## src/rtl/guard_anim_ctrl_pkg.sv

```systemverilog
// Shared types and defaults for the guard sprite animation path.
package guard_pkg;

  typedef enum logic [1:0] {
    DIR_DOWN  = 2'd0,
    DIR_UP    = 2'd1,
    DIR_LEFT  = 2'd2,
    DIR_RIGHT = 2'd3
  } dir_t;

  typedef enum logic [0:0] {
    IDLE = 1'b0,
    WALK = 1'b1
  } anim_state_t;

  localparam int unsigned SPR_W_DEFAULT = 21;
  localparam int unsigned SPR_H_DEFAULT = 45;

  // Bit width needed to hold 0..n-1, never less than one bit.
  function automatic int unsigned idx_width(input int unsigned n);
    return (n > 1) ? $clog2(n) : 1;
  endfunction

endpackage

```

## src/rtl/guard_anim_ctrl_if.sv

```systemverilog
// Raster, game-state and sprite-ROM signals of the guard animation controller.
interface guard_anim_ctrl_if #(
  parameter int unsigned ADDR_W = 11,
  parameter int unsigned SEL_W  = 3
);
  logic [9:0]        DrawX;
  logic [9:0]        DrawY;
  logic [9:0]        guard_x;
  logic [9:0]        guard_y;
  logic [1:0]        dir;
  logic              moving;
  logic              freeze;
  logic              frame_start;
  logic [SEL_W-1:0]  frame_sel;
  logic [ADDR_W-1:0] rom_address;
  logic              sprite_on;

  // Video/game side.
  modport master (
    output DrawX, DrawY, guard_x, guard_y, dir, moving, freeze,
    input  frame_start, frame_sel, rom_address, sprite_on
  );

  // Animation controller side.
  modport slave (
    input  DrawX, DrawY, guard_x, guard_y, dir, moving, freeze,
    output frame_start, frame_sel, rom_address, sprite_on
  );
endinterface

```

## src/rtl/guard_anim_ctrl_frame_tick.sv

```systemverilog
// Registered one-cycle pulse when the raster first reaches pixel (0,0).
module frame_tick_det (
  input  logic       clk_i,
  input  logic       rst_i,
  input  logic [9:0] draw_x_i,
  input  logic [9:0] draw_y_i,
  output logic       frame_start_o
);

  logic origin;
  logic origin_q, origin_d;
  logic frame_start_q, frame_start_d;

  // Rising edge of the origin condition, so a held (0,0) gives only one pulse.
  always_comb begin
    origin        = (draw_x_i == 10'd0) && (draw_y_i == 10'd0);
    origin_d      = origin;
    frame_start_d = origin && !origin_q;
  end

  // Previous-cycle origin flag and the registered pulse.
  always_ff @(posedge clk_i or posedge rst_i) begin
    if (rst_i) begin
      origin_q      <= 1'b0;
      frame_start_q <= 1'b0;
    end else begin
      origin_q      <= origin_d;
      frame_start_q <= frame_start_d;
    end
  end

  assign frame_start_o = frame_start_q;

endmodule

```

## src/rtl/guard_anim_ctrl.sv

```systemverilog
// Guard walk animation sequencer and per-pixel sprite ROM addressing.
module guard_anim_ctrl
  import guard_pkg::*;
#(
  parameter int unsigned SPR_W           = SPR_W_DEFAULT,
  parameter int unsigned SPR_H           = SPR_H_DEFAULT,
  parameter int unsigned FRAMES_PER_STEP = 8,
  parameter int unsigned NUM_STEPS       = 2,
  parameter int unsigned ADDR_W          = 11
) (
  input  logic               vga_clk,
  input  logic               Reset,
  guard_anim_ctrl_if.slave   bus
);

  localparam int unsigned STEP_W = idx_width(NUM_STEPS);
  localparam int unsigned CNT_W  = idx_width(FRAMES_PER_STEP);
  localparam logic [STEP_W-1:0] StepLast = STEP_W'(NUM_STEPS - 1);
  localparam logic [CNT_W-1:0]  CntLast  = CNT_W'(FRAMES_PER_STEP - 1);

  logic              frame_start;
  anim_state_t       state_q, state_d;
  logic [STEP_W-1:0] step_q, step_d;
  logic [CNT_W-1:0]  cnt_q, cnt_d;
  dir_t              dir_l_q, dir_l_d;
  logic              moving_l_q, moving_l_d;
  logic [9:0]        gx_l_q, gx_l_d;
  logic [9:0]        gy_l_q, gy_l_d;
  logic              sprite_on_q, sprite_on_d;

  logic [9:0]        dx, dy;
  logic              hit;
  logic [19:0]       addr_full;

  frame_tick_det u_tick (
    .clk_i         (vga_clk),
    .rst_i         (Reset),
    .draw_x_i      (bus.DrawX),
    .draw_y_i      (bus.DrawY),
    .frame_start_o (frame_start)
  );

  // Once per frame: shadow-latch game inputs and step the walk FSM unless frozen.
  // Decisions use the values being latched this tick, compared with the old dir_l.
  always_comb begin
    state_d    = state_q;
    step_d     = step_q;
    cnt_d      = cnt_q;
    dir_l_d    = dir_l_q;
    moving_l_d = moving_l_q;
    gx_l_d     = gx_l_q;
    gy_l_d     = gy_l_q;
    if (frame_start) begin
      gx_l_d     = bus.guard_x;
      gy_l_d     = bus.guard_y;
      dir_l_d    = dir_t'(bus.dir);
      moving_l_d = bus.moving;
      if (!bus.freeze) begin
        unique case (state_q)
          IDLE: begin
            step_d = '0;
            cnt_d  = '0;
            if (bus.moving) state_d = WALK;
          end
          WALK: begin
            if (!bus.moving) begin
              state_d = IDLE;
              step_d  = '0;
              cnt_d   = '0;
            end else if (dir_t'(bus.dir) != dir_l_q) begin
              // Turning restarts the cycle; beats a coincident terminal count.
              step_d = '0;
              cnt_d  = '0;
            end else if (cnt_q == CntLast) begin
              cnt_d  = '0;
              step_d = (step_q == StepLast) ? '0 : step_q + 1'b1;
            end else begin
              cnt_d = cnt_q + 1'b1;
            end
          end
          default: state_d = IDLE;
        endcase
      end
    end
  end

  // Hit test against the latched box; left/above pixels wrap to large offsets and miss.
  always_comb begin
    dx          = bus.DrawX - gx_l_q;
    dy          = bus.DrawY - gy_l_q;
    hit         = (dx < 10'(SPR_W)) && (dy < 10'(SPR_H));
    addr_full   = 20'(dy) * 20'(SPR_W) + 20'(dx);
    sprite_on_d = hit;
  end

  // State, shadow latches and the hit flag aligned with the ROM's registered q.
  always_ff @(posedge vga_clk or posedge Reset) begin
    if (Reset) begin
      state_q     <= IDLE;
      step_q      <= '0;
      cnt_q       <= '0;
      dir_l_q     <= DIR_DOWN;
      moving_l_q  <= 1'b0;
      gx_l_q      <= '0;
      gy_l_q      <= '0;
      sprite_on_q <= 1'b0;
    end else begin
      state_q     <= state_d;
      step_q      <= step_d;
      cnt_q       <= cnt_d;
      dir_l_q     <= dir_l_d;
      moving_l_q  <= moving_l_d;
      gx_l_q      <= gx_l_d;
      gy_l_q      <= gy_l_d;
      sprite_on_q <= sprite_on_d;
    end
  end

  // moving_l is kept as latched game state; the FSM acts on the value at the tick.
  logic unused_moving_l;
  assign unused_moving_l = moving_l_q;

  assign bus.frame_start = frame_start;
  assign bus.frame_sel   = {dir_l_q, step_q};
  assign bus.rom_address = hit ? addr_full[ADDR_W-1:0] : '0;
  assign bus.sprite_on   = sprite_on_q;

endmodule
```

## src/flat_wrapper.sv

```systemverilog
// flat-port wrapper written by rule: the top's interface ports become plain ports
module guard_anim_ctrl_flat import guard_pkg::*;
#(
  parameter int unsigned SPR_W           = SPR_W_DEFAULT,
  parameter int unsigned SPR_H           = SPR_H_DEFAULT,
  parameter int unsigned FRAMES_PER_STEP = 8,
  parameter int unsigned NUM_STEPS       = 2,
  parameter int unsigned ADDR_W          = 11
)
  (vga_clk, Reset, bus_DrawX, bus_DrawY, bus_guard_x, bus_guard_y, bus_dir, bus_moving, bus_freeze, bus_frame_start, bus_frame_sel, bus_rom_address, bus_sprite_on);
  guard_anim_ctrl_if #(.ADDR_W(ADDR_W)) bus_i ();
  input  logic vga_clk;
  input  logic Reset;
  input wire logic [$bits(bus_i.DrawX)-1:0] bus_DrawX;
  input wire logic [$bits(bus_i.DrawY)-1:0] bus_DrawY;
  input wire logic [$bits(bus_i.guard_x)-1:0] bus_guard_x;
  input wire logic [$bits(bus_i.guard_y)-1:0] bus_guard_y;
  input wire logic [$bits(bus_i.dir)-1:0] bus_dir;
  input wire logic [$bits(bus_i.moving)-1:0] bus_moving;
  input wire logic [$bits(bus_i.freeze)-1:0] bus_freeze;
  output wire logic [$bits(bus_i.frame_start)-1:0] bus_frame_start;
  output wire logic [$bits(bus_i.frame_sel)-1:0] bus_frame_sel;
  output wire logic [$bits(bus_i.rom_address)-1:0] bus_rom_address;
  output wire logic [$bits(bus_i.sprite_on)-1:0] bus_sprite_on;
  assign bus_i.DrawX = bus_DrawX;
  assign bus_i.DrawY = bus_DrawY;
  assign bus_i.guard_x = bus_guard_x;
  assign bus_i.guard_y = bus_guard_y;
  assign bus_i.dir = bus_dir;
  assign bus_i.moving = bus_moving;
  assign bus_i.freeze = bus_freeze;
  assign bus_frame_start = bus_i.frame_start;
  assign bus_frame_sel = bus_i.frame_sel;
  assign bus_rom_address = bus_i.rom_address;
  assign bus_sprite_on = bus_i.sprite_on;
  guard_anim_ctrl #(.SPR_W(SPR_W), .SPR_H(SPR_H), .FRAMES_PER_STEP(FRAMES_PER_STEP), .NUM_STEPS(NUM_STEPS), .ADDR_W(ADDR_W)) u_core (.vga_clk(vga_clk), .Reset(Reset), .bus(bus_i));
endmodule
```

## config.mk

```make
export PLATFORM = sky130hd
export DESIGN_NAME = guard_anim_ctrl_flat
export DESIGN_NICKNAME = d
export VERILOG_FILES = /design/src/rtl/guard_anim_ctrl_pkg.sv /design/src/rtl/guard_anim_ctrl_if.sv /design/src/rtl/guard_anim_ctrl_frame_tick.sv /design/src/rtl/guard_anim_ctrl.sv /design/src/flat_wrapper.sv
export SDC_FILE = /design/constraint.sdc
export NUM_CORES = 1
export LEC_CHECK = 0
export BUFFER_PORTS_ARGS = -buffer_cell sky130_fd_sc_hd__buf_2
export CAP_MARGIN = 20
export CORE_ASPECT_RATIO = 0.7
export CORE_MARGIN = 4
export CORE_UTILIZATION = 57
export CTS_CLUSTER_DIAMETER = 80
export DETAILED_ROUTE_END_ITERATION = 10
export PLACE_DENSITY = 0.8
export SLEW_MARGIN = 25
export SYNTH_ARGS = -nofsm -noshare
export SYNTH_HDL_FRONTEND = slang
export SYNTH_HIERARCHICAL = 1
export SYNTH_SLANG_ARGS = --single-unit
```

## constraint.sdc

```tcl
create_clock -name vga_clk -period 7.36 [get_ports vga_clk]
set_input_delay 1.104 -clock vga_clk [delete_from_list [all_inputs] [get_ports vga_clk]]
set_output_delay 1.104 -clock vga_clk [all_outputs]
set_load 0.01 [all_outputs]
```

### After elaboration in Yosys (flattened, before gate mapping)

Cells that the tools add are included.

* flip-flop bits (word level): 30
* bits in latches: 0
* memory bits (writable): 0
* memory bits (read-only): 0
* input port bits: 46
* output and inout bits: 16
* word-level logic and storage cells: 41
* memories kept: 0

* $add $sub $neg: 5
* multipliers: 1
* divide/modulo/power cells: 0
* magnitude comparators: 2
* eq/ne operators: 3
* shift operators: 0
* multiplexer cells: 11
* bitwise gates (word level): 2
* reductions and logical operators: 8

Operators by type and width (count)
* 10-bit logical NOT: 2
* 10-bit subtractor: 2
* 11-bit by 10-bit adder with 11-bit output: 1
* 10-bit by 5-bit multiplier with 11-bit output, second input constant: 1
* 11-bit 2-to-1 mux: 1
* 10-bit by 5-bit less-than comparator with 1-bit output, second input constant: 1
* 10-bit by 6-bit less-than comparator with 1-bit output, second input constant: 1
* 3-bit 2-to-1 mux: 3
* 3-bit case mux with 2 select lines: 1
* 1-bit 2-to-1 mux: 5
* 4-bit != test, second input constant: 1
* 3-bit by 1-bit adder with 3-bit output, second input constant: 1
* 3-bit equality test, second input constant: 1
* 1-bit logical AND: 3
* 3-bit AND reduction: 1
* 2-bit != test: 1
* 1-bit NOT: 2
* 1-bit case mux with 2 select lines: 1
* 2-bit AND reduction: 1
* 1-bit adder, second input constant: 1
* 1-bit logical NOT: 1

### Longest topological paths before layout

Gate-level depths: netlist of run 1.

* depth after elaboration: 6
* gate-level depth with buffers: 20
* mapped depth without buffers: 20

### Modules after synthesis

Netlist of run 1, hierarchy kept.

Modules (own cells, without submodules)
* guard_anim_ctrl: instances 1, cells an instance 351, area an instance 3080.5 µm², sequential area each 700.7 µm²
* frame_tick_det: instances 1, cells an instance 12, area an instance 120.1 µm², sequential area each 50.0 µm²

### Worst setup path before layout of run 1

OpenSTA, ideal clock, no wires.

* path kind: input -> output
* start: input port bus_DrawY[0]
* end: output port bus_rom_address[10]
* data arrival time: 4947 ps
* data required time: 6256 ps
* slack: 1309 ps
* cell stages on the path: 17
* buffers on the path: 0
* cell sequence: inv_1 > ha_1 > fa_1 > nand2b_1 > a21oi_1 > xor2_1 > ha_1 > fa_1 > inv_1 > fa_1 > inv_1 > ha_1 > nor2b_1 > o21a_1 > o41ai_1 > xnor2_1 > nor2_1

* longest elaborated chain between the ends: 4
* elaborated cells between the ends (all ways): 6
* classes of those cells: add/sub (2); mul (1); order compare (1); mux (1); reduce/logical (1)

Ends and longest elaborated chain
* start: declaration: line flat_wrapper.sv:15 `input wire logic [$bits(bus_i.DrawY)-1:0] bus_DrawY;`
* 10-bit subtractor *: line guard_anim_ctrl.sv:90 `dy = bus.DrawY - gy_l_q;`
* 10-bit by 5-bit multiplier with 11-bit output / 10-bit by 6-bit less-than comparator with 1-bit output (equally long branches): line guard_anim_ctrl.sv:92, guard_anim_ctrl.sv:91
* 11-bit by 10-bit adder with 11-bit output / 1-bit logical AND (equally long branches): line guard_anim_ctrl.sv:92, guard_anim_ctrl.sv:91
* 11-bit 2-to-1 mux *: line guard_anim_ctrl.sv:125 `assign bus.rom_address = hit ? addr_full[ADDR_W-1:0] : '0;`
* end: declaration: line flat_wrapper.sv:23 `output wire logic [$bits(bus_i.rom_address)-1:0] bus_rom_address;`

Mark *: on every way between the ends. The rest lies on a longest branch, timed or not.

### Final worst setup path of run 1

Ends and elaborated chain as after synthesis.

==> summary.json, run 1 <==
{
  "die": {
    "initial_utilization": 0.599,
    "io_pins": 62,
    "num_rows": 22,
    "height_of_the_die_um": 70.7,
    "fp.dieArea_um2": 6900,
    "dieWidth_um": 97.6,
    "design.core.area_um2": 5340
  },
  "hold_path": {
    "hold_class": "reg2reg",
    "holdPathEnd": "u_core/u_tick/frame_start_o",
    "hp-start": "u_core/u_tick/origin_q",
    "holdPathStages": 1
  },
  "clock_network": {
    "cts.clk_slew.worst_paths_ns": 0.06,
    "clock-sinks": 30,
    "cts_made_buffers": 5,
    "clk-insertion-delay-late_ns": 0.28,
    "clock_path_buffers": 2,
    "cts.root.buffer_cell": "sky130_fd_sc_hd__clkbuf_8",
    "postCtsHoldBufs": 0,
    "cts_tree": "yes",
    "ctsHtreeMaxLevel": 2,
    "ctsResizeCount": 0,
    "post_cts_buffers": 0
  },
  "route": {
    "dr_wl_met3_um": 472,
    "routed_wl_um": 7130,
    "vias": 2675,
    "drtAntennaViolNets": 0,
    "final_routed_wire_length_divided_by_cell_count_um": 14.4,
    "pre_repair_dr_iteration_count": 4,
    "drtIter0Drc": 108,
    "route.met2.wl_um": 3210,
    "top_layer": "met4",
    "via_per_inst": 5.40,
    "met1_wire_length_um": 3430,
    "route.detailed.drc": 0
  },
  "setup_path": {
    "required_ns": 6.26,
    "worst_case_register_to_register_setup_slack_ns": 4.07,
    "rr_startpoint": "u_core/gy_l_q[0]",
    "timing_worst_setup_path_type": "in2out",
    "critical_path.startpoint_type": "primary input",
    "critPathMaxFanout": 4,
    "worst_r2r_path_depth": 10,
    "critical_path.endpoint_type": "primary output",
    "cp.arrival_ns": 5.53,
    "regToRegEndpoint": "u_core/bus.sprite_on"
  },
  "sta": {
    "worst_clock_skew_ns": 0.00330,
    "timing.final.ws_setup_ns": 0.730,
    "timing.final.crit_share": 0.901,
    "rsz0062_at_grt": "no",
    "hold_violations_final": 0,
    "setup_viol_count_final": 0,
    "total_negative_slack_ns": 0,
    "fin_worst_hold_slack_ns": 0.424,
    "timing_worst_slew_pin_value_ns": 0.799,
    "slew_viol_final": 0,
    "maxClockFrequency_mhz": 151,
    "timing.final.crit_period_ns": 6.63,
    "timing.slew.headroom": 0.460
  },
  "job": {
    "timing.max_cap.violations": 0
  },
  "finish": {
    "share_of_post_route_cells_with_drive_strength_above_1": 0.210,
    "most-common-layout-cells": "sky130_fd_sc_hd__buf_2 (61), sky130_fd_sc_hd__inv_1 (53), sky130_fd_sc_hd__ha_1 (47)",
    "areaGrowthSynthToFinish_pct": 13.9,
    "layout.cells.non_filler": 495,
    "number_of_nets_at_the_end_of_the_flow": 532,
    "multi_input_area_um2": 2210,
    "num_antenna_cells": 0,
    "area.sequential_um2": 752,
    "mostFrequentLayoutCell": "sky130_fd_sc_hd__buf_2",
    "fillerInstances": 464
  },
  "place": {
    "placed_cells_incl_taps": 489,
    "io_buffer_count": 61,
    "post-dp-hpwl_um": 5980,
    "placement.setup.worst_slack_ns": 0.701,
    "gpl.final_weighted_congestion": 0.922
  },
  "synth": {
    "synth_area_leader_cell": "sky130_fd_sc_hd__dfrtp_1",
    "syn_avg_cell_area_um2": 8.82,
    "synth_flop_cell": "sky130_fd_sc_hd__dfrtp_1",
    "post_synth_main_area_contributors": "sky130_fd_sc_hd__dfrtp_1 (23%), sky130_fd_sc_hd__ha_1 (18%), sky130_fd_sc_hd__fa_1 (9.4%)",
    "ys.warnings.count": 6,
    "synth-edff-count": 0,
    "synth.top_cell.area_share": 0.235,
    "synth_sequential_area_ratio": 0.235,
    "postSynth.asyncResetShare": 1.00,
    "postSynthCellCount": 363,
    "post_synth_cell_types": 52,
    "synthesis.area_um2": 3200,
    "postSynthRegisterBits": 30,
    "syn_nets": 471
  },
  "power": {
    "post-layout-total-power_mw": 0.607,
    "cellLeakagePower_nw": 1.96,
    "pwr_density_cell_nw_per_um2": 167,
    "ir_worst_vdd_mv": 0.0913
  },
  "global_route": {
    "groute.usage.overall": 0.216,
    "maximum_number_of_pins_on_one_net_before_global_route_repair": 42,
    "grt_overflow_total": 0,
    "grt_first_pass_wirelength_um": 12400,
    "grt_antenna_before_repair": 0,
    "first_global_vias": 2712
  },
  "status": {
    "outcome": "completed"
  }
}
cell usage after synthesis (2+ instances only):
library cell                number
sky130_fd_sc_hd__a31oi_1         3
sky130_fd_sc_hd__a21oi_1         7
sky130_fd_sc_hd__or2_2           2
sky130_fd_sc_hd__nand3_1         4
sky130_fd_sc_hd__and2_1          6
sky130_fd_sc_hd__a21o_1          6
sky130_fd_sc_hd__nand2b_1        5
sky130_fd_sc_hd__o2111ai_1       2
sky130_fd_sc_hd__a2111o_1        2
sky130_fd_sc_hd__a211oi_1        2
sky130_fd_sc_hd__nor2_1         26
sky130_fd_sc_hd__mux2_2          7
sky130_fd_sc_hd__clkbuf_1        2
sky130_fd_sc_hd__nor3_1          4
sky130_fd_sc_hd__ha_1           47
sky130_fd_sc_hd__nor2b_1         7
sky130_fd_sc_hd__fa_1           15
sky130_fd_sc_hd__inv_1          54
sky130_fd_sc_hd__nor4_2          2
sky130_fd_sc_hd__nand4_1         2
sky130_fd_sc_hd__o21a_1          8
sky130_fd_sc_hd__xor2_1          7
sky130_fd_sc_hd__dfrtp_1        30
sky130_fd_sc_hd__buf_1           2
sky130_fd_sc_hd__nor3_2          2
sky130_fd_sc_hd__xnor2_1        19
sky130_fd_sc_hd__o22ai_1         3
sky130_fd_sc_hd__nor4_1          4
sky130_fd_sc_hd__o21ai_0        25
sky130_fd_sc_hd__buf_4           2
sky130_fd_sc_hd__nand2_1        35
power by group:
part / total [mW] / internal [mW] / switching, mW
logic: 0.312 / 0.147 / 0.166
clock network: 0.130 / 0.0719 / 0.0581
registers: 0.165 / 0.165 / 0.00000458
layer usage:
layer	track usage	vias up
met1	0.311	1244
met4	0.0292	0
met2	0.347	81
met3	0.0463	2
li1	-	1348
met5	0	-
final cells by class:
class	count	share of cell area
flip-flops and latches	30	0.206
clock buffers	6	0.0227
well taps	72	0.0247
repair buffers	61	0.0838
multi-input cells	271	0.606
inverters	55	0.0570
through the flow:
step,area (um^2),utilization
after floorplan,3200,-
after global placement,3560,0.667
after detailed placement,3560,0.667
after CTS,3640,0.682
after global routing,3640,0.683
final,3640,0.683
worst max-delay path: stages:
cell                       delay [ns]
sky130_fd_sc_hd__buf_2           0.10
sky130_fd_sc_hd__inv_1           0.04
sky130_fd_sc_hd__ha_1            0.24
sky130_fd_sc_hd__fa_1            0.40
sky130_fd_sc_hd__nand2b_1        0.17
sky130_fd_sc_hd__a21oi_1         0.16
sky130_fd_sc_hd__xor2_1          0.39
sky130_fd_sc_hd__ha_1            0.33
sky130_fd_sc_hd__ha_1            0.29
sky130_fd_sc_hd__inv_1           0.05
sky130_fd_sc_hd__fa_1            0.53
sky130_fd_sc_hd__inv_1           0.05
sky130_fd_sc_hd__ha_1            0.32
sky130_fd_sc_hd__a21o_1          0.19
sky130_fd_sc_hd__a21oi_1         0.17
sky130_fd_sc_hd__nor2b_1         0.09
sky130_fd_sc_hd__o21a_1          0.19
sky130_fd_sc_hd__o41ai_1         0.34
sky130_fd_sc_hd__xnor2_1         0.17
sky130_fd_sc_hd__nor2_1          0.05
sky130_fd_sc_hd__buf_2           0.15
worst max-delay path by stage:
stage                             from             endpoint  slack, ns
after floorplan           bus_DrawY[0]  bus_rom_address[10]       1.31
after global placement    bus_DrawY[0]  bus_rom_address[10]       0.92
after detailed placement  bus_DrawY[0]  bus_rom_address[10]       0.70
after CTS                 bus_DrawY[0]  bus_rom_address[10]       0.70
after global routing      bus_DrawY[0]  bus_rom_address[10]       0.39
final                     bus_DrawY[0]  bus_rom_address[10]       0.73
kinds of logic (layout without fill, tap and decap cells):
kind of cell               count (synthesis)  count (layout)  synth area share
and+or+nand+nor                          106             106             0.170
DFF                                       30              30             0.235
AOI/OAI and AO/OA                         70              70             0.146
buffers and inverters                     62             122            0.0758
xor gates and xnor gates                  26              26            0.0711
adders and majority gates                 62              62             0.278
muxes                                      7               7            0.0246
registers in the layout (all words and copies together) (netlist names):
name                         flops
u_core/gx_l_q                   10
u_core/bus.sprite_on             1
u_core/gy_l_q                   10
u_core/u_tick/frame_start_o      1
u_core/state_q                   1
u_core/u_tick/origin_q           1
u_core/cnt_q                     3
u_core/dir_l_q                   2
u_core/step_q                    1
No activity file was read; power rests on OpenSTA's default activity.
==> run 2: changes to the inputs <==
--- a/config.mk
+++ b/config.mk
@@ -7,7 +7,6 @@
 export LEC_CHECK = 0
 export BUFFER_PORTS_ARGS = -buffer_cell sky130_fd_sc_hd__buf_2
 export CAP_MARGIN = 20
-export CORE_ASPECT_RATIO = 0.7
 export CORE_MARGIN = 4
 export CORE_UTILIZATION = 57
 export CTS_CLUSTER_DIAMETER = 80
==> run 2 against run 1 <==
Net effect:
- utilization down 0.99 points
- largest power group unchanged
- sequential power about the same
- sequential share of layout area down 0.24 points
- cell count up 0.40%
- highest routed layer unchanged
- critical path type unchanged
==> summary.json, run 2 (synthesis gave the netlist of run 1 again) <==
{
  "power": {
    "ir_worst_vdd": {"value": 0.125, "unit": "mV", "change": "+37%"},
    "cellLeakagePower": {"value": 1.98, "unit": "nW", "change": "+1.1%"},
    "pwr_density_cell": {"value": 175, "unit": "nW/um^2", "change": "+5.2%"}
  },
  "global_route": {
    "maximum_number_of_pins_on_one_net_before_global_route_repair": {"value": 41, "change": "-2.4%"},
    "groute.usage.overall": {"value": 0.208, "change": "-0.00850"},
    "grt_antenna_before_repair": {"value": 0, "change": "unchanged"},
    "grt_overflow_total": {"value": 0, "change": "unchanged"},
    "grt_first_pass_wirelength": {"value": 11900, "unit": "um", "change": "-3.7%"},
    "first_global_vias": {"value": 2729, "change": "+0.63%"}
  },
  "sta": {
    "maxClockFrequency": {"value": 152, "unit": "MHz", "change": "+0.63%"},
    "total_negative_slack": {"value": 0, "unit": "ns", "change": "unchanged"},
    "rsz0062_at_grt": "no",
    "timing.slew.headroom": {"value": 0.517, "change": "+0.0569"},
    "timing.final.crit_share": {"value": 0.895, "change": "-0.00563"},
    "worst_clock_skew": {"value": 0.00736, "unit": "ns", "change": "+0.00405 ns"},
    "setup_viol_count_final": {"value": 0, "change": "unchanged"},
    "timing.final.crit_period": {"value": 6.59, "unit": "ns", "change": "-0.0414 ns"},
    "timing_worst_slew_pin_value": {"value": 0.715, "unit": "ns", "change": "-0.0842 ns"},
    "hold_violations_final": {"value": 0, "change": "unchanged"},
    "slew_viol_final": {"value": 0, "change": "unchanged"}
  },
  "clock_network": {
    "ctsResizeCount": {"value": 0, "change": "unchanged"},
    "clock_path_buffers": {"value": 2, "change": "unchanged"},
    "post_cts_buffers": {"value": 0, "change": "unchanged"},
    "clock-sinks": {"value": 30, "change": "unchanged"},
    "ctsHtreeMaxLevel": {"value": 2, "change": "unchanged"},
    "clk-insertion-delay-late": {"value": 0.28, "unit": "ns", "change": "about the same"},
    "cts.root.buffer_cell": "sky130_fd_sc_hd__clkbuf_8",
    "postCtsHoldBufs": {"value": 0, "change": "unchanged"},
    "cts.clk_slew.worst_paths": {"value": 0.06, "unit": "ns", "change": "about the same"},
    "cts_tree": "yes",
    "cts_made_buffers": {"value": 5, "change": "unchanged"}
  },
  "finish": {
    "mostFrequentLayoutCell": "sky130_fd_sc_hd__buf_2",
    "most-common-layout-cells": "sky130_fd_sc_hd__buf_2 (61), sky130_fd_sc_hd__inv_1 (53), sky130_fd_sc_hd__ha_1 (47)",
    "finish.utilization": {"value": 0.673, "change": "-0.00991"},
    "biggest_registers_after_layout": "u_core/gx_l_q x10, u_core/gy_l_q x10, u_core/cnt_q x3",
    "share_of_post_route_cells_with_drive_strength_above_1": {"value": 0.212, "change": "+0.00136"},
    "layout.cell_area.non_filler": {"value": 3680, "unit": "um^2", "change": "+1.0%"},
    "num_antenna_cells": {"value": 0, "change": "unchanged"},
    "number_of_nets_at_the_end_of_the_flow": {"value": 533, "change": "+0.19%"},
    "areaGrowthSynthToFinish_pct": 15.0
  },
  "route": {
    "routed_wl": {"value": 6950, "unit": "um", "change": "-2.6%"},
    "vias": {"value": 2688, "change": "+0.49%"},
    "route.detailed.drc": {"value": 0, "change": "unchanged"},
    "drtAntennaViolNets": {"value": 0, "change": "unchanged"},
    "final_routed_wire_length_divided_by_cell_count": {"value": 14.0, "unit": "um", "change": "-3.0%"},
    "pre_repair_dr_iteration_count": {"value": 4, "change": "unchanged"},
    "via_per_inst": {"value": 5.41, "change": "about the same"},
    "drtIter0Drc": {"value": 156, "change": "+44%"}
  },
  "place": {
    "placement.cell_area": {"value": 3570, "unit": "um^2", "change": "+0.21%"},
    "gpl.final_weighted_congestion": {"value": 0.860, "change": "-6.8%"},
    "post-dp-hpwl": {"value": 5880, "unit": "um", "change": "-1.8%"},
    "io_buffer_count": {"value": 61, "change": "unchanged"}
  },
  "die": {
    "design.core.area": {"value": 5470, "unit": "um^2", "change": "+2.5%"},
    "num_rows": {"value": 27, "change": "+23%"},
    "height_of_the_die": {"value": 82.9, "unit": "um", "change": "+17%"},
    "dieWidth": {"value": 82.9, "unit": "um", "change": "-15%"},
    "io_pins": {"value": 62, "change": "unchanged"},
    "initial_utilization": {"value": 0.585, "change": "-0.0145"},
    "fp.dieArea": {"value": 6880, "unit": "um^2", "change": "-0.27%"}
  },
  "setup_path": {
    "timing_worst_setup_path_type": "in2out",
    "cp.arrival": {"value": 5.48, "unit": "ns", "change": "-0.05 ns"},
    "critPathMaxFanout": {"value": 4, "change": "unchanged"},
    "critical_path.endpoint_type": "primary output",
    "required": {"value": 6.26, "unit": "ns", "change": "about the same"},
    "critical_path.startpoint_type": "primary input"
  },
  "hold_path": {
    "hold_class": "reg2reg"
  },
  "status": {
    "outcome": "completed"
  },
  "job": {
    "timing.max_cap.violations": {"value": 0, "change": "unchanged"}
  }
}
run 2: cell count changes in the layout (fill, tap and decap cells not counted):
cell                        delta
sky130_fd_sc_hd__buf_4         +1
sky130_fd_sc_hd__bufinv_16     +1
sky130_fd_sc_hd__dfrtp_1       +1
sky130_fd_sc_hd__dfrtp_2       -1
run 2: path summary, 6_finish.rpt:
check | from | to | slack, ns | cells past startpoint
max in group asynchronous | Reset | u_core/gy_l_q[1] | 6.08 | 2
min | u_core/u_tick/origin_q | u_core/u_tick/frame_start_o | 0.42 | 1
min reg2reg | u_core/u_tick/origin_q | u_core/u_tick/frame_start_o | 0.42 | 1
max | bus_DrawY[0] | bus_rom_address[10] | 0.77 | 21
max reg2reg | u_core/gy_l_q[0] | u_core/bus.sprite_on | 4.09 | 10
min in group asynchronous | Reset | u_core/u_tick/origin_q | 0.68 | 2
run 2: cell type report:
class / count / area [um^2]
Clock inverter: 1 / 30.0
Multi-Input combinational cell: 271 / 2210
Fill cell: 484 / 1790
Clock buffer: 6 / 82.6
Sequential cell: 30 / 751
Inverter: 55 / 208
Timing Repair Buffer: 62 / 313
Tap cell: 72 / 90.1
run 2: through the flow:
step / power (mW) / setup WS [ns] / hold slack [ns] / cells
after floorplan: 0.416 / 1.31 / 0.399 / 363
after detailed placement: 0.477 / 0.797 / 0.406 / 490
final: 0.645 / 0.771 / 0.416 / 497
after CTS: 0.651 / 0.794 / 0.424 / 497
after global routing: 0.710 / 0.469 / 0.445 / 497
after global placement: 0.465 / 0.928 / 0.403 / 490
run 2: per-layer routing:
layer / global-route usage / up-vias / routed length, um
met4: 0.0565 / 0 / 100
met2: 0.368 / 71 / 3550
met5: 0 / - / 0
li1: - / 1353 / -
met3: 0.0466 / 11 / 371
met1: 0.252 / 1253 / 2930
run 2: worst max-delay path: stages:
cell and delay (ns):
sky130_fd_sc_hd__buf_2 0.10, sky130_fd_sc_hd__inv_1 0.04, sky130_fd_sc_hd__ha_1 0.25, sky130_fd_sc_hd__fa_1 0.42
sky130_fd_sc_hd__nand2b_1 0.18, sky130_fd_sc_hd__a21oi_1 0.17, sky130_fd_sc_hd__xor2_1 0.35, sky130_fd_sc_hd__ha_1 0.31
sky130_fd_sc_hd__ha_1 0.28, sky130_fd_sc_hd__inv_1 0.05, sky130_fd_sc_hd__fa_1 0.52, sky130_fd_sc_hd__inv_1 0.04
sky130_fd_sc_hd__ha_1 0.33, sky130_fd_sc_hd__a21o_1 0.19, sky130_fd_sc_hd__a21oi_1 0.18, sky130_fd_sc_hd__nor2b_1 0.10
sky130_fd_sc_hd__o21a_1 0.19, sky130_fd_sc_hd__o41ai_1 0.33, sky130_fd_sc_hd__xnor2_1 0.17, sky130_fd_sc_hd__nor2_1 0.05
sky130_fd_sc_hd__buf_2 0.15
run 2: where the power goes:
group	switching (mW)	total, mW	internal [mW]	leakage [nW]
sequential	0.00000451	0.165	0.165	0.336
clock	0.0631	0.171	0.108	0.0573
combinational	0.163	0.309	0.147	1.59
==> run 3: changes to the inputs <==
--- a/config.mk
+++ b/config.mk
@@ -8,10 +8,11 @@
 export BUFFER_PORTS_ARGS = -buffer_cell sky130_fd_sc_hd__buf_2
 export CAP_MARGIN = 20
 export CORE_MARGIN = 4
-export CORE_UTILIZATION = 57
+export CORE_UTILIZATION = 58
+export CTS_BUF_LIST = sky130_fd_sc_hd__clkbuf_8
 export CTS_CLUSTER_DIAMETER = 80
 export DETAILED_ROUTE_END_ITERATION = 10
-export PLACE_DENSITY = 0.8
+export PLACE_DENSITY = 0.81
 export SLEW_MARGIN = 25
 export SYNTH_ARGS = -nofsm -noshare
 export SYNTH_HDL_FRONTEND = slang
==> run 3 against run 2 <==
Net effect:
- die area down 1.6%
- worst setup slack better by 0.092 ns
- utilization grew 2.6 points
- critical path depth shrank 2
- wire length down 3.4%
- non-clock buffer count unchanged
- first-iteration DRC count shrank 58%
- sequential power hardly changed
- clock power down 18%
- sequential cell count unchanged
- count of clock-buffer cells in the layout did not move
- global-route usage is 0.24 points higher
- highest routed layer unchanged
==> summary.json, run 3 (synthesis gave the netlist of run 1 again) <==
{
  "status": {
    "outcome": "completed"
  },
  "job": {
    "timing.max_cap.violations": {"value": 0, "change": "unchanged"}
  },
  "die": {
    "num_rows": {"value": 26, "change": "-3.7%"},
    "initial_utilization": {"value": 0.611, "change": "+0.0263"},
    "height_of_the_die": {"value": 82.3, "unit": "um", "change": "-0.78%"},
    "fp.dieArea": {"value": 6770, "unit": "um^2", "change": "-1.6%"},
    "design.core.area": {"value": 5240, "unit": "um^2", "change": "-4.3%"},
    "dieWidth": {"value": 82.3, "unit": "um", "change": "-0.78%"},
    "io_pins": {"value": 62, "change": "unchanged"}
  },
  "global_route": {
    "grt_overflow_total": {"value": 0, "change": "unchanged"},
    "maximum_number_of_pins_on_one_net_before_global_route_repair": {"value": 41, "change": "unchanged"},
    "groute.usage.overall": {"value": 0.210, "change": "+0.00243"},
    "grt_antenna_before_repair": {"value": 0, "change": "unchanged"},
    "grt_first_pass_wirelength": {"value": 11100, "unit": "um", "change": "-6.8%"},
    "first_global_vias": {"value": 2692, "change": "-1.4%"}
  },
  "sta": {
    "total_negative_slack": {"value": 0, "unit": "ns", "change": "unchanged"},
    "timing.slew.headroom": {"value": 0.510, "change": "-0.00710"},
    "setup_viol_count_final": {"value": 0, "change": "unchanged"},
    "worst_clock_skew": {"value": 0.00319, "unit": "ns", "change": "-0.00417 ns"},
    "rsz0062_at_grt": "no",
    "timing_worst_slew_pin_value": {"value": 0.726, "unit": "ns", "change": "+0.0105 ns"},
    "timing.final.crit_period": {"value": 6.50, "unit": "ns", "change": "-0.0918 ns"},
    "maxClockFrequency": {"value": 154, "unit": "MHz", "change": "+1.4%"},
    "hold_violations_final": {"value": 0, "change": "unchanged"},
    "timing.final.crit_share": {"value": 0.883, "change": "-0.0125"},
    "slew_viol_final": {"value": 0, "change": "unchanged"}
  },
  "setup_path": {
    "critPathMaxFanout": {"value": 4, "change": "unchanged"},
    "worst_case_register_to_register_setup_slack": {"value": 4.10, "unit": "ns", "change": "about the same"},
    "cp.arrival": {"value": 5.39, "unit": "ns", "change": "-0.09 ns"},
    "critical_path.endpoint_type": "primary output",
    "critical_path.startpoint_type": "primary input",
    "timing_worst_setup_path_type": "in2out",
    "required": {"value": 6.26, "unit": "ns", "change": "about the same"}
  },
  "clock_network": {
    "cts_tree": "yes",
    "cts.clk_slew.worst_paths": {"value": 0.07, "unit": "ns", "change": "about the same"},
    "clk-insertion-delay-late": {"value": 0.28, "unit": "ns", "change": "about the same"},
    "clock-sinks": {"value": 30, "change": "unchanged"},
    "ctsHtreeMaxLevel": {"value": 2, "change": "unchanged"},
    "clock_path_buffers": {"value": 2, "change": "unchanged"},
    "postCtsHoldBufs": {"value": 0, "change": "unchanged"},
    "cts_made_buffers": {"value": 5, "change": "unchanged"},
    "post_cts_buffers": {"value": 0, "change": "unchanged"},
    "ctsResizeCount": {"value": 0, "change": "unchanged"},
    "cts.root.buffer_cell": "sky130_fd_sc_hd__clkbuf_8"
  },
  "finish": {
    "mostFrequentLayoutCell": "sky130_fd_sc_hd__buf_2",
    "areaGrowthSynthToFinish_pct": 14.4,
    "layout.cell_area.non_filler": {"value": 3660, "unit": "um^2", "change": "-0.54%"},
    "biggest_registers_after_layout": "u_core/gx_l_q x10, u_core/gy_l_q x10, u_core/cnt_q x3",
    "most-common-layout-cells": "sky130_fd_sc_hd__buf_2 (61), sky130_fd_sc_hd__inv_1 (53), sky130_fd_sc_hd__ha_1 (47)",
    "number_of_nets_at_the_end_of_the_flow": {"value": 533, "change": "unchanged"},
    "num_antenna_cells": {"value": 0, "change": "unchanged"},
    "share_of_post_route_cells_with_drive_strength_above_1": {"value": 0.214, "change": "+0.00185"},
    "fillerInstances": {"value": 427, "change": "-12%"}
  },
  "route": {
    "drtAntennaViolNets": {"value": 0, "change": "unchanged"},
    "via_per_inst": {"value": 5.39, "change": "-0.36%"},
    "drtIter0Drc": {"value": 65, "change": "-58%"},
    "final_routed_wire_length_divided_by_cell_count": {"value": 13.5, "unit": "um", "change": "-3.2%"},
    "route.detailed.drc": {"value": 0, "change": "unchanged"},
    "routed_wl": {"value": 6710, "unit": "um", "change": "-3.4%"},
    "pre_repair_dr_iteration_count": {"value": 4, "change": "unchanged"},
    "vias": {"value": 2673, "change": "-0.56%"}
  },
  "place": {
    "post-dp-hpwl": {"value": 5660, "unit": "um", "change": "-3.6%"},
    "gpl.final_weighted_congestion": {"value": 0.878, "change": "+2.1%"},
    "placement.cell_area": {"value": 3570, "unit": "um^2", "change": "about the same"},
    "io_buffer_count": {"value": 61, "change": "unchanged"}
  },
  "power": {
    "cellLeakagePower": {"value": 1.97, "unit": "nW", "change": "-0.51%"},
    "pwr_density_cell": {"value": 167, "unit": "nW/um^2", "change": "-4.7%"},
    "ir_worst_vdd": {"value": 0.114, "unit": "mV", "change": "-8.7%"},
    "post-layout-total-power": {"value": 0.612, "unit": "mW", "change": "-5.2%"}
  },
  "hold_path": {
    "hold_class": "reg2reg"
  }
}
run 3: metal layers:
layer / routed length (um) / vias up / part of all wire / track usage
li1: - / 1352 / - / -
met1: 2980 / 1242 / 0.44 / 0.258
met2: 3290 / 69 / 0.49 / 0.381
met3: 353 / 10 / 0.053 / 0.0304
met4: 81 / 0 / 0.012 / 0.0565
met5: 0 / - / 0 / 0
run 3: cell type report:
| class | instances | area [um^2] | share of cell area |
|---|---|---|---|
| timing repair buffer | 62 | 313 | 0.0854 |
| inverter | 55 | 208 | 0.0567 |
| multi-input combinational | 271 | 2210 | 0.603 |
| clock inverter | 2 | 12.5 | 0.00342 |
| clock buffer | 6 | 82.6 | 0.0226 |
| sequential | 30 | 751 | 0.205 |
| tap | 70 | 87.6 | 0.0239 |
run 3: through the flow:
step	utilization	instances	hold slack [ns]	setup WS [ns]
6_report	0.699	496	0.427	0.863
5_1_grt	0.699	496	0.447	0.570
4_1_cts	0.699	496	0.429	0.831
3_5_place_dp	0.681	488	0.414	0.838
3_3_place_gp	0.681	488	0.410	0.928
2_1_floorplan	-	363	0.399	1.31
run 3: report_power, final:
| group | internal, mW | switching (mW) |
|---|---|---|
| Clock | 0.0751 | 0.0651 |
| Combinational | 0.146 | 0.160 |
| Sequential | 0.165 | 0.00000419 |
run 3: critical path, stage by stage:
cell and delay, ns:
sky130_fd_sc_hd__buf_2 0.10, sky130_fd_sc_hd__inv_1 0.04, sky130_fd_sc_hd__ha_1 0.24, sky130_fd_sc_hd__fa_1 0.40, sky130_fd_sc_hd__nand2b_1 0.17, sky130_fd_sc_hd__a21oi_1 0.16, sky130_fd_sc_hd__xor2_1 0.34, sky130_fd_sc_hd__ha_1 0.33
sky130_fd_sc_hd__fa_1 0.56, sky130_fd_sc_hd__inv_1 0.06, sky130_fd_sc_hd__fa_1 0.52, sky130_fd_sc_hd__inv_1 0.04, sky130_fd_sc_hd__ha_1 0.31, sky130_fd_sc_hd__nor2b_1 0.16, sky130_fd_sc_hd__o21a_1 0.19, sky130_fd_sc_hd__o41ai_1 0.31
sky130_fd_sc_hd__xnor2_1 0.16, sky130_fd_sc_hd__nor2_1 0.05, sky130_fd_sc_hd__buf_2 0.15
run 3: path summary, 6_finish.rpt:
kind,from,endpoint,cells past startpoint
max reg2reg,u_core/gy_l_q[0],u_core/bus.sprite_on,10
min in group asynchronous,Reset,u_core/u_tick/origin_q,2
max,bus_DrawY[0],bus_rom_address[10],19
max in group asynchronous,Reset,u_core/gx_l_q[2],2
min reg2reg,u_core/u_tick/origin_q,u_core/u_tick/frame_start_o,1
min,u_core/u_tick/origin_q,u_core/u_tick/frame_start_o,1
